[src/rtl/chunked_subtractor.sv]
// Multi-cycle N-bit subtractor d = x - y - Bin, one CHUNK-bit slice per clock, LSB first.
// Define CHUNKED_SUB_OVERFLOW_EN to add the registered signed-overflow output ovf.
module chunked_subtractor #(
  parameter int unsigned N     = 32,
  parameter int unsigned CHUNK = 8
) (
  input  logic         clk,
  input  logic         rst,
  input  logic         start,
  input  logic [N-1:0] x,
  input  logic [N-1:0] y,
  input  logic         Bin,
  output logic         ready,
  output logic         busy,
  output logic         done,
  output logic [N-1:0] d,
  output logic         Bout
`ifdef CHUNKED_SUB_OVERFLOW_EN
  ,
  output logic         ovf
`endif
);

  localparam int unsigned K  = N / CHUNK;
  localparam int unsigned IW = (K > 1) ? $clog2(K) : 1;
  localparam int unsigned OW = (N > 1) ? $clog2(N) : 1;
  localparam int unsigned SW = CHUNK + 1;

  typedef enum logic [1:0] {IDLE, RUN, DONE} state_t;

  state_t         state;
  logic [N-1:0]   x_r;
  logic [N-1:0]   ny_r;
  logic           carry;
  logic [IW-1:0]  idx;

  logic [OW-1:0]    off_c;
  logic [CHUNK-1:0] xc_c;
  logic [CHUNK-1:0] yc_c;
  logic [SW-1:0]    sum_c;
  logic             last_c;

  // Slice adder: chunk idx of x plus chunk idx of ~y plus running carry
  always_comb begin
    off_c  = OW'(idx) * OW'(CHUNK);
    xc_c   = x_r[off_c +: CHUNK];
    yc_c   = ny_r[off_c +: CHUNK];
    sum_c  = {1'b0, xc_c} + {1'b0, yc_c} + SW'(carry);
    last_c = (idx == IW'(K - 1));
  end

  always_ff @(posedge clk) begin
    if (rst) begin
      state <= IDLE;
      ready <= 1'b1;
      busy  <= 1'b0;
      done  <= 1'b0;
      d     <= '0;
      Bout  <= 1'b0;
      x_r   <= '0;
      ny_r  <= '0;
      carry <= 1'b0;
      idx   <= '0;
`ifdef CHUNKED_SUB_OVERFLOW_EN
      ovf   <= 1'b0;
`endif
    end else begin
      unique case (state)
        IDLE: begin
          if (start) begin
            x_r   <= x;
            ny_r  <= ~y;
            carry <= ~Bin;
            idx   <= '0;
            ready <= 1'b0;
            busy  <= 1'b1;
            state <= RUN;
          end
        end
        RUN: begin
          d[off_c +: CHUNK] <= sum_c[CHUNK-1:0];
          carry             <= sum_c[CHUNK];
          idx               <= idx + IW'(1);
          if (last_c) begin
            // Borrow is the inverted carry of x + ~y + ~Bin
            Bout  <= ~sum_c[CHUNK];
`ifdef CHUNKED_SUB_OVERFLOW_EN
            ovf   <= (xc_c[CHUNK-1] ^ yc_c[CHUNK-1] ^ sum_c[CHUNK-1]) ^ sum_c[CHUNK];
`endif
            done  <= 1'b1;
            busy  <= 1'b0;
            state <= DONE;
          end
        end
        DONE: begin
          done  <= 1'b0;
          ready <= 1'b1;
          state <= IDLE;
        end
        default: begin
          ready <= 1'b1;
          busy  <= 1'b0;
          done  <= 1'b0;
          state <= IDLE;
        end
      endcase
    end
  end

endmodule

[config.mk]
export PLATFORM = sky130hd
export DESIGN_NAME = chunked_subtractor
export DESIGN_NICKNAME = d
export VERILOG_FILES = /design/src/rtl/chunked_subtractor.sv
export SDC_FILE = /design/constraint.sdc
export NUM_CORES = 1
export LEC_CHECK = 0
export ABC_AREA = 1
export CORE_MARGIN = 2
export CORE_UTILIZATION = 42
export DETAILED_ROUTE_END_ITERATION = 12
export HOLD_SLACK_MARGIN = 0.1
export PLACE_DENSITY_LB_ADDON = 0.12
export SETUP_SLACK_MARGIN = 0.3
export SLEW_MARGIN = 20
export SYNTH_ARGS = -nofsm -noshare
export SYNTH_HDL_FRONTEND = slang
export SYNTH_SLANG_ARGS = --single-unit
[constraint.sdc]
create_clock -name clk -period 3.9 [get_ports clk]
set_input_delay 0.78 -clock clk [delete_from_list [all_inputs] [get_ports clk]]
set_output_delay 0.78 -clock clk [all_outputs]
set_load 0.05 [all_outputs]
After elaboration in Yosys (flattened, before gate mapping)

Index checks and enable logic that the tools add are counted.

$add $sub $neg: 4
Multiply operators: 0
Div/mod/pow operators: 0
Magnitude comparators: 0
Eq/ne operators: 5
Shift operators: 4
Muxes and demuxes: 15
Bitwise gates (word level): 6
Reduce and logical (&&, ||, !) cells: 9

Operator list:

| cell                     | count |
|---|---|
| $shiftx A32 B6 Y8        | 2 |
| $bwmux W32               | 1 |
| $not A32 Y32             | 1 |
| $shift A8 B7 Y32 const A | 1 |
| $shiftx A8 B7 Y32        | 1 |
| $reduce_and A2 Y1        | 6 |
| $add A8 B8 Y9            | 1 |
| $add A9 B1 Y9            | 1 |
| $pmux W2 S2              | 2 |
| $neg A5 Y7               | 1 |
| $mux W2                  | 3 |
| $pmux W1 S2              | 3 |
| $mux W1                  | 5 |
| $not A1 Y1               | 5 |
| $eq A2 B2 Y1 const B     | 2 |
| $ne A2 B2 Y1 const B     | 2 |
| $pmux W1 S3              | 1 |
| $reduce_and A3 Y1        | 1 |
| $add A2 B1 Y2 const B    | 1 |
| $eq A2 B1 Y1 const B     | 1 |
| $logic_not A2 Y1         | 1 |
| $reduce_bool A2 Y1       | 1 |

Register bits: 105
Latch bits: 0
Bits in writable memories: 0
Bits in read-only memories: 0
Bits of input ports: 68
Word-level logic and storage cells: 53
Memories: 0

Depth between registers and ports, before layout

Gate-level depths: netlist of run 1.

Word-level depth: 5
Depth in mapped cells: 17
Gate-level depth less buffers: 14

Worst setup path after synthesis of run 1

Ideal clock, no wire load.

Path type: register to register
Start point: register idx[0]
End point: register d[30]
Data arrival time: 2.678 ns
Required time: 3.829 ns
Path slack: 1.151 ns
Stages on the path, launching flop included: 18
Period minus slack after synthesis: 2.749 ns
Cells stage by stage: dfxtp_1 -> buf_2 -> inv_1 -> buf_2 -> clkbuf_1 -> o21ai_0 -> o22ai_1 -> fa_1 -> fa_1 -> nand2_1 -> nand2_1 -> nand3_1 -> nand2_1 -> nand2_1 -> nand3_1 -> nor2_1 -> nand2_1 -> a21oi_1

Cells in the longest elaborated chain, start to end: 5

Ends and longest elaborated chain:

| element                                     | RTL line | RTL |
|---|---|---|
| start, declared                             | 35       | `logic [IW-1:0] idx;` |
| start signal, assigned                      | 83       | `idx <= idx + IW'(1);` |
| $shiftx A32 B6 Y8, on equally long branches | 46, 47   |  |
| $add A8 B8 Y9                               | 48       | `sum_c = {1'b0, xc_c} + {1'b0, yc_c} + SW'(carry);` |
| $add A9 B1 Y9                               | 48       |  |
| $shiftx A8 B7 Y32                           | 81       | `d[off_c +: CHUNK] <= sum_c[CHUNK-1:0];` |
| $bwmux W32 (*)                              | 81       |  |
| end signal, assigned by index               | 81       |  |
| end, declared                               | 16       | `output logic [N-1:0] d,` |

Mark *: on every way between the ends. The rest lies on a longest branch, timed or not.
A chain may end at the register's enable or synchronous reset.

Worst setup path in the final report of run 1

Start point: register idx[0]
End point: register d[14]

The elaborated chain is that of the path after synthesis.

==> summary.txt, run 1 <==
Power and ir drop
  • Design internal power: 1.583 mW
  • Clock share of power: 0.255
  • Pwr per Cell Area: just over 400 nW/um^2
  • Fraction of power consumed by sequential logic: 0.505
  • NetSw: 0.7481 mW
  • Maximum vdd drop: 0.1678 mV
  • Leak Pwr: 2.198 nW
  • Switching Fraction: 0.3210
  • Combinational power share: 0.239

Synth
  • Dominant cell by count in the synthesized netlist: nor2_1
  • Most used standard cells in the synthesized netlist: nor2_1 (113), dfxtp_1 (105), o21ai_0 (101)
  • Post-synth EDFFs: 0
  • Net Count, Synth: around 680
  • Dominant synthesized flop cell: dfxtp_1
  • Number of instances in the synthesized netlist: 594
  • Synth Area per Inst: 7.566 um^2
  • Count of state elements after synthesis: approximately 110
  • Yosys Warn Count: 0
  • Top cell type's share of synthesized area: 0.4677
  • Synthesized area: 4494 um^2
  • Sequential cell area fraction in the yosys report: 0.4677
  • Cells taking the most area after synthesis: dfxtp_1 (47%), o21ai_0 (11%), nor2_1 (9.4%)
  • Post-synthesis cell type with the largest combined area: dfxtp_1
  • Fraction of synthesis flops using an asynchronous set or reset pin: 0
  • Cell variety after synth: 26

Placement
  • Post-detailed-placement half-perimeter wirelength: 8.321 mm
  • Gpl congestion: a little under 0.9
  • Buffers on Ports: 103

Cells and area
  • Core utilization of the finished layout: 0.5556
  • Area of combinational cells with multiple inputs: 2157 um^2
  • Area growth from synthesis to layout: 28.20%
  • Diode count: 0
  • Filler cell count in the final layout: 1020
  • Storage cell area: 2102 um^2
  • Number of nets in the layout: 761
  • Share of post-route cells with drive strength above 1: 0.04839

Timing
  • Post-Route Setup TNS: 0 ns
  • Share of the cycle needed by the critical path after routing: 0.7504
  • Post-route clock skew: 0.01714 ns
  • Tightest slew margin relative to the limit: 0.5182
  • Fin. max-slew vios: 0
  • Highest clock rate: between 0.3 and 0.4 GHz
  • Final setup fails: 0
  • Worst hold margin: 0.4671 ns
  • Worst-Margin Slew: 0.7219 ns
  • Minimum clock period after layout: 2.927 ns
  • Final-report hold violation count: 0
  • Unrepaired setup endpoints after global routing: no

Routing
  • DRC: 0
  • First-pass iteration count of the detailed router: 4
  • Final wirelength: 11.64 mm
  • DRC marker count from the first detailed-route iteration: 192
  • Via Count: 4254
  • Via count normalized by instance count: roughly 5.2
  • Remaining antenna violation count after routing: 0
  • Post-detailed-route wirelength per cell: 14.23 um

Floorplan
  • Placement row count: 37
  • Area of the core: 10370 um^2
  • Number of top-level design ports: 104
  • Die footprint: ~12000 um^2
  • Width of the die: 107.4 um
  • Starting density of the core: 0.4334
  • Vert. Die Dim: roughly 110 um

Setup path
  • Data arrival time of the worst path: 3.23 ns
  • Largest stage delay on the critical path: 0.45 ns
  • Critical path data required time: around 4.2 ns
  • Type of origin of the critical path: flop
  • Library cell contributing the largest single delay on the critical path: fa_1
  • Critical Path Sink Type: flop
  • Max FO, Critical Path: 27
  • Path type of the worst setup path: flop to flop
  • Chain of cells forming the critical path: inv_1 -> o21ai_0 -> o22ai_1 -> fa_1 -> fa_1 -> nand2_1 -> nand2_1 -> nand3_1 -> nand2_1 -> nand2_1 -> nand3_1 -> nor2_1 -> nand2_1 -> a21oi_1
  • Library cell appearing most often on the critical path: nand2_1
  • Largest delay share family, worst path: adder cells
  • Buf/Inv on CP: 1

Min path
  • Min-delay worst type: flop to flop

Global routing
  • Via count of the first global-routing pass: about 4000
  • Maximum number of pins on one net before global-route repair: 65
  • Wire length of the first global-routing pass: between 15 and 20 mm
  • Global-route usage over all layers: 0.2048
  • Antenna violations before repair: 0
  • Grt total ovfl: 0

Clock tree
  • Count of buffers added by post-CTS timing repair for setup: 0
  • Number of buffers inserted for hold repair after clock tree synthesis: 0
  • Cell chosen for the clock root: clkbuf_8
  • Source-to-sink clock delay at the later pin of the worst-skew pair: 0.38 ns
  • Sinks on Clock Net: 105
  • H-tree depth: 3
  • Number of resized instances in the post-cts repair step: 0
  • CTS tree: yes
  • CTS Buf Count: 9
  • Clock transition time at the flip-flop clock pins of the worst setup and hold paths: between 0.1 and 0.15 ns
  • Maximum buffer depth of the clock tree: 2

Status
  • Status: completed

Job
  • Max-capacitance violation count: 0
==> power by group through the flow <==
stage | Combinational [mW] | Sequential, mW | Clock (mW)
floorplan | 0.335 | 1.22 | 0
CTS | 0.556 | 1.18 | 0.605
global route | 0.617 | 1.19 | 0.654
global placement | 0.547 | 1.20 | 0
finish | 0.558 | 1.18 | 0.595
detailed placement | 0.555 | 1.20 | 0
==> stage by stage <==
stage,power (mW),worst slack (ns),std cells,area (um^2)
finish,2.331,0.9733,818,5762
global route,2.457,0.6991,818,5762
CTS,2.339,1.008,818,5762
detailed placement,1.757,1.040,803,5599
global placement,1.749,1.145,803,5599
floorplan,1.557,1.151,594,4494
==> state kept, by name (all words and copies together) (netlist names) <==
register	count
ny_r	32
d	32
x_r	32
idx	2
state	2
done	1
carry	1
Bout	1
ready	1
busy	1
==> final timing paths <==
kind	from	to	slack [ns]	cells past startpoint
setup reg to reg	idx[0]	d[14]	0.97	14
hold / removal	d[4]	d[4]	0.47	2
hold reg to reg	d[4]	d[4]	0.47	2
setup / recovery	idx[0]	d[14]	0.97	14
==> cell type report <==
| type | count | area share |
|---|---|---|
| Inverter | 21 | 0.01368 |
| Sequential cell | 105 | 0.3648 |
| Clock inverter | 4 | 0.005429 |
| Clock buffer | 11 | 0.02280 |
| Timing Repair Buffer | 111 | 0.1894 |
| Multi-Input combinational cell | 430 | 0.3744 |
| Tap cell | 136 | 0.02953 |
==> cell families (layout without fill, tap and decap cells) <==
logic type,after synthesis,after routing,share of synthesized area
AOI/OAI and AO/OA,191,191,0.2202
xor gates and xnor gates,3,3,0.005847
adders and majority gates,15,15,0.04510
buffers and inverters,59,147,0.05234
DFF,105,105,0.4677
and+or+nand+nor,221,221,0.2088
==> worst min-delay path, cell delays in order, from the launching register on <==
cell	delay, ns
dfxtp_1	0.32
nand2_1	0.06
a21oi_1	0.05
==> layer usage <==
| layer | global-route usage | up-vias | wire length (um) |
|---|---|---|---|
| li1 | - | 2169 | - |
| met1 | 0.2793 | 1935 | 5467 |
| met2 | 0.3241 | 126 | 5377 |
| met3 | 0.03087 | 24 | 545 |
| met4 | 0.08516 | 0 | 247 |
| met5 | 0 | - | 0 |
==> layout by cell type (no fill, tap or decap) <==
cell type and count:
a21oi_1 69, a21oi_2 1, a22oi_1 4, buf_4 8, clkbuf_1 2, clkbuf_8 9
clkdlybuf4s50_1 103, clkinv_4 1, clkinvlp_4 3, dfxtp_1 105, fa_1 2, ha_1 13
inv_1 19, inv_2 2, nand2_1 76, nand2_2 1, nand2_4 1, nand3_1 13
nand3_2 1, nand3b_1 1, nand4_1 9, nor2_1 113, nor2_4 4, nor4_4 1
o21ai_0 101, o22ai_1 16, or2_2 1, xnor2_1 1, xor2_1 2
(Power assumes the default switching activity.)
==> inputs of run 2 (changes only) <==
==> constraint.sdc (replaced) <==
create_clock -name clk -period 2.9 [get_ports clk]
set_input_delay 0.58 -clock clk [delete_from_list [all_inputs] [get_ports clk]]
set_output_delay 0.58 -clock clk [all_outputs]
set_load 0.05 [all_outputs]
==> summary.txt, run 2 (synthesis results as in run 1) <==
Status
  • Status: completed

Clock tree
  • Count of buffers added by post-CTS timing repair for setup: 0
  • Number of resized instances in the post-cts repair step: 0
  • Maximum buffer depth of the clock tree: 2
  • Source-to-sink clock delay at the later pin of the worst-skew pair: between 0.3 and 0.4 ns
  • Cell chosen for the clock root: clkbuf_8
  • CTS Buf Count: 9
  • Clock transition time at the flip-flop clock pins of the worst setup and hold paths: about 0.10 ns
  • Sinks on Clock Net: 105
  • CTS tree: yes
  • H-tree depth: 3
  • Number of buffers inserted for hold repair after clock tree synthesis: 0

Global routing
  • Global-route usage over all layers: 0.2067
  • Maximum number of pins on one net before global-route repair: just under 80
  • Wire length of the first global-routing pass: 18.98 mm
  • Antenna violations before repair: 0
  • Via count of the first global-routing pass: 3905
  • Grt total ovfl: 0

Floorplan
  • Area of the core: 10370 um^2
  • Width of the die: ~110 um
  • Die footprint: 11540 um^2
  • Placement row count: 37
  • Vert. Die Dim: 107.4 um
  • Number of top-level design ports: 104
  • Starting density of the core: 0.4334

Power and ir drop
  • NetSw: 1.026 mW
  • Maximum vdd drop: 0.2959 mV
  • Fraction of power consumed by sequential logic: 0.493
  • Switching Fraction: 0.3172
  • Combinational power share: 0.238
  • Clock share of power: 0.269
  • Leak Pwr: 2.255 nW
  • Pwr per Cell Area: 550.8 nW/um^2
  • Design internal power: 2.209 mW

Cells and area
  • Share of post-route cells with drive strength above 1: 0.06405
  • Number of nets in the layout: ~770
  • Most common cell after layout, fill and taps aside: nor2_1
  • Diode count: 0
  • Highest-count cells in the layout ignoring fill and taps: nor2_1 (113), dfxtp_1 (104), clkdlybuf4s50_1 (103), o21ai_0 (101), nand2_1 (75)
  • Area of combinational cells with multiple inputs: 2172 um^2
  • Filler cell count in the final layout: 1016
  • Post-route cell area: 5872 um^2
  • Area growth from synthesis to layout: 30.65%
  • Storage cell area: 2103 um^2
  • Largest registers: d: 32 flops, ny_r: 32 flops, x_r: 32 flops

Setup path
  • Chain of cells forming the critical path: buf_12 -> o21ai_0 -> o22ai_1 -> fa_2 -> fa_2 -> xor2_1 -> nand2_1 -> nor2_1 -> a22oi_1 -> nor2_1
  • Largest stage delay on the critical path: about 0.45 ns
  • Critical path data required time: ~3.2 ns
  • Path type of the worst setup path: flop to flop
  • Largest delay share family, worst path: adder cells
  • Data arrival time of the worst path: 2.82 ns
  • Type of origin of the critical path: flop
  • Depth of the worst register-to-register path: 10
  • Buf/Inv on CP: 1
  • Setup slack of the most critical reg-to-reg path: approximately 0.38 ns
  • Endpoint of the most critical setup path: d[10]
  • Destination of the worst register-to-register timing path: d[10]
  • Max FO, Critical Path: between 40 and 50
  • Critical Path Sink Type: flop
  • Worst setup path startpoint: idx[0]
  • Library cell contributing the largest single delay on the critical path: xor2_1
  • Number of cells on the critical path: 10
  • FF-to-FF Start: idx[0]

Routing
  • Via Count: approximately 4300
  • Final wirelength: 11.48 mm
  • DRC marker count from the first detailed-route iteration: 256
  • DRC: 0
  • First-pass iteration count of the detailed router: 5
  • Via count normalized by instance count: 5.179
  • Post-detailed-route wirelength per cell: ~14 um
  • Remaining antenna violation count after routing: 0

Timing
  • Worst-Margin Slew: 0.6505 ns
  • Final-report hold violation count: 0
  • Share of the cycle needed by the critical path after routing: 0.8690
  • Post-route clock skew: between 0.01 and 0.015 ns
  • Tightest slew margin relative to the limit: 0.5658
  • Unrepaired setup endpoints after global routing: yes
  • Highest clock rate: 0.3968 GHz
  • Final setup fails: 0
  • Worst hold margin: 0.4689 ns
  • Post-Route Setup TNS: 0 ns
  • Minimum clock period after layout: 2.520 ns
  • Fin. max-slew vios: 0

Placement
  • Gpl congestion: around 0.9
  • Buffers on Ports: 103
  • Post-detailed-placement cell area: 5670 um^2
  • Post-detailed-placement half-perimeter wirelength: 8.470 mm

Job
  • Max-capacitance violation count: 0

Min path
  • Number of cells on the worst hold path: 2
  • Min-delay worst type: flop to flop
## run 2: metal layers
| layer | up-vias | wire length [um] | GRT usage |
|---|---|---|---|
| met5 | - | 0 | 0 |
| met4 | 0 | 222 | 0.07418 |
| met3 | 19 | 636 | 0.03874 |
| met2 | 146 | 5237 | 0.3259 |
| met1 | 1928 | 5384 | 0.2831 |
| li1 | 2169 | - | - |
## run 2: how the worst min path moves through the flow
stage / slack [ns] / startpoint / to
6_report: 0.47 / done / done
2_1_floorplan: 0.45 / x_r[17] / x_r[17]
3_5_place_dp: 0.46 / done / done
3_3_place_gp: 0.45 / ready / ready
5_1_grt: 0.49 / d[18] / d[18]
4_1_cts: 0.47 / d[12] / d[12]
## run 2: worst register-to-register path, stage by stage, from the launching register on
cell and delay [ns]:
dfxtp_2 0.36, buf_12 0.18, o21ai_0 0.18, o22ai_1 0.11, fa_2 0.37, fa_2 0.36, xor2_1 0.45, nand2_1 0.09
nor2_1 0.17, a22oi_1 0.09, nor2_1 0.10
## run 2: layout make-up
type	count	share of cell area
multi-input cells	430	0.3699
flip-flops and latches	105	0.3582
repair buffers	115	0.1973
well taps	136	0.02898
clock buffers	12	0.02642
inverters	21	0.01342
clock inverters	4	0.005753
## run 2: through the flow
stage / std cells / util / setup WS [ns] / power [mW]
final: 823 / 0.5662 / 0.3798 / 3.234
after detailed placement: 807 / 0.5468 / 0.4092 / 2.380
after global routing: 823 / 0.5662 / 0.2303 / 3.399
after CTS: 823 / 0.5650 / 0.3676 / 3.242
after floorplan: 594 / - / 0.3120 / 2.098
after global placement: 807 / 0.5468 / 0.4878 / 2.369
## run 2: power by group through the flow
| stage | sequential (mW) | clock, mW | combinational, mW |
|---|---|---|---|
| after floorplan | 1.64 | 0 | 0.454 |
| after global placement | 1.63 | 0 | 0.742 |
| after detailed placement | 1.63 | 0 | 0.754 |
| after CTS | 1.59 | 0.892 | 0.756 |
| after global routing | 1.60 | 0.939 | 0.857 |
| final | 1.59 | 0.870 | 0.770 |
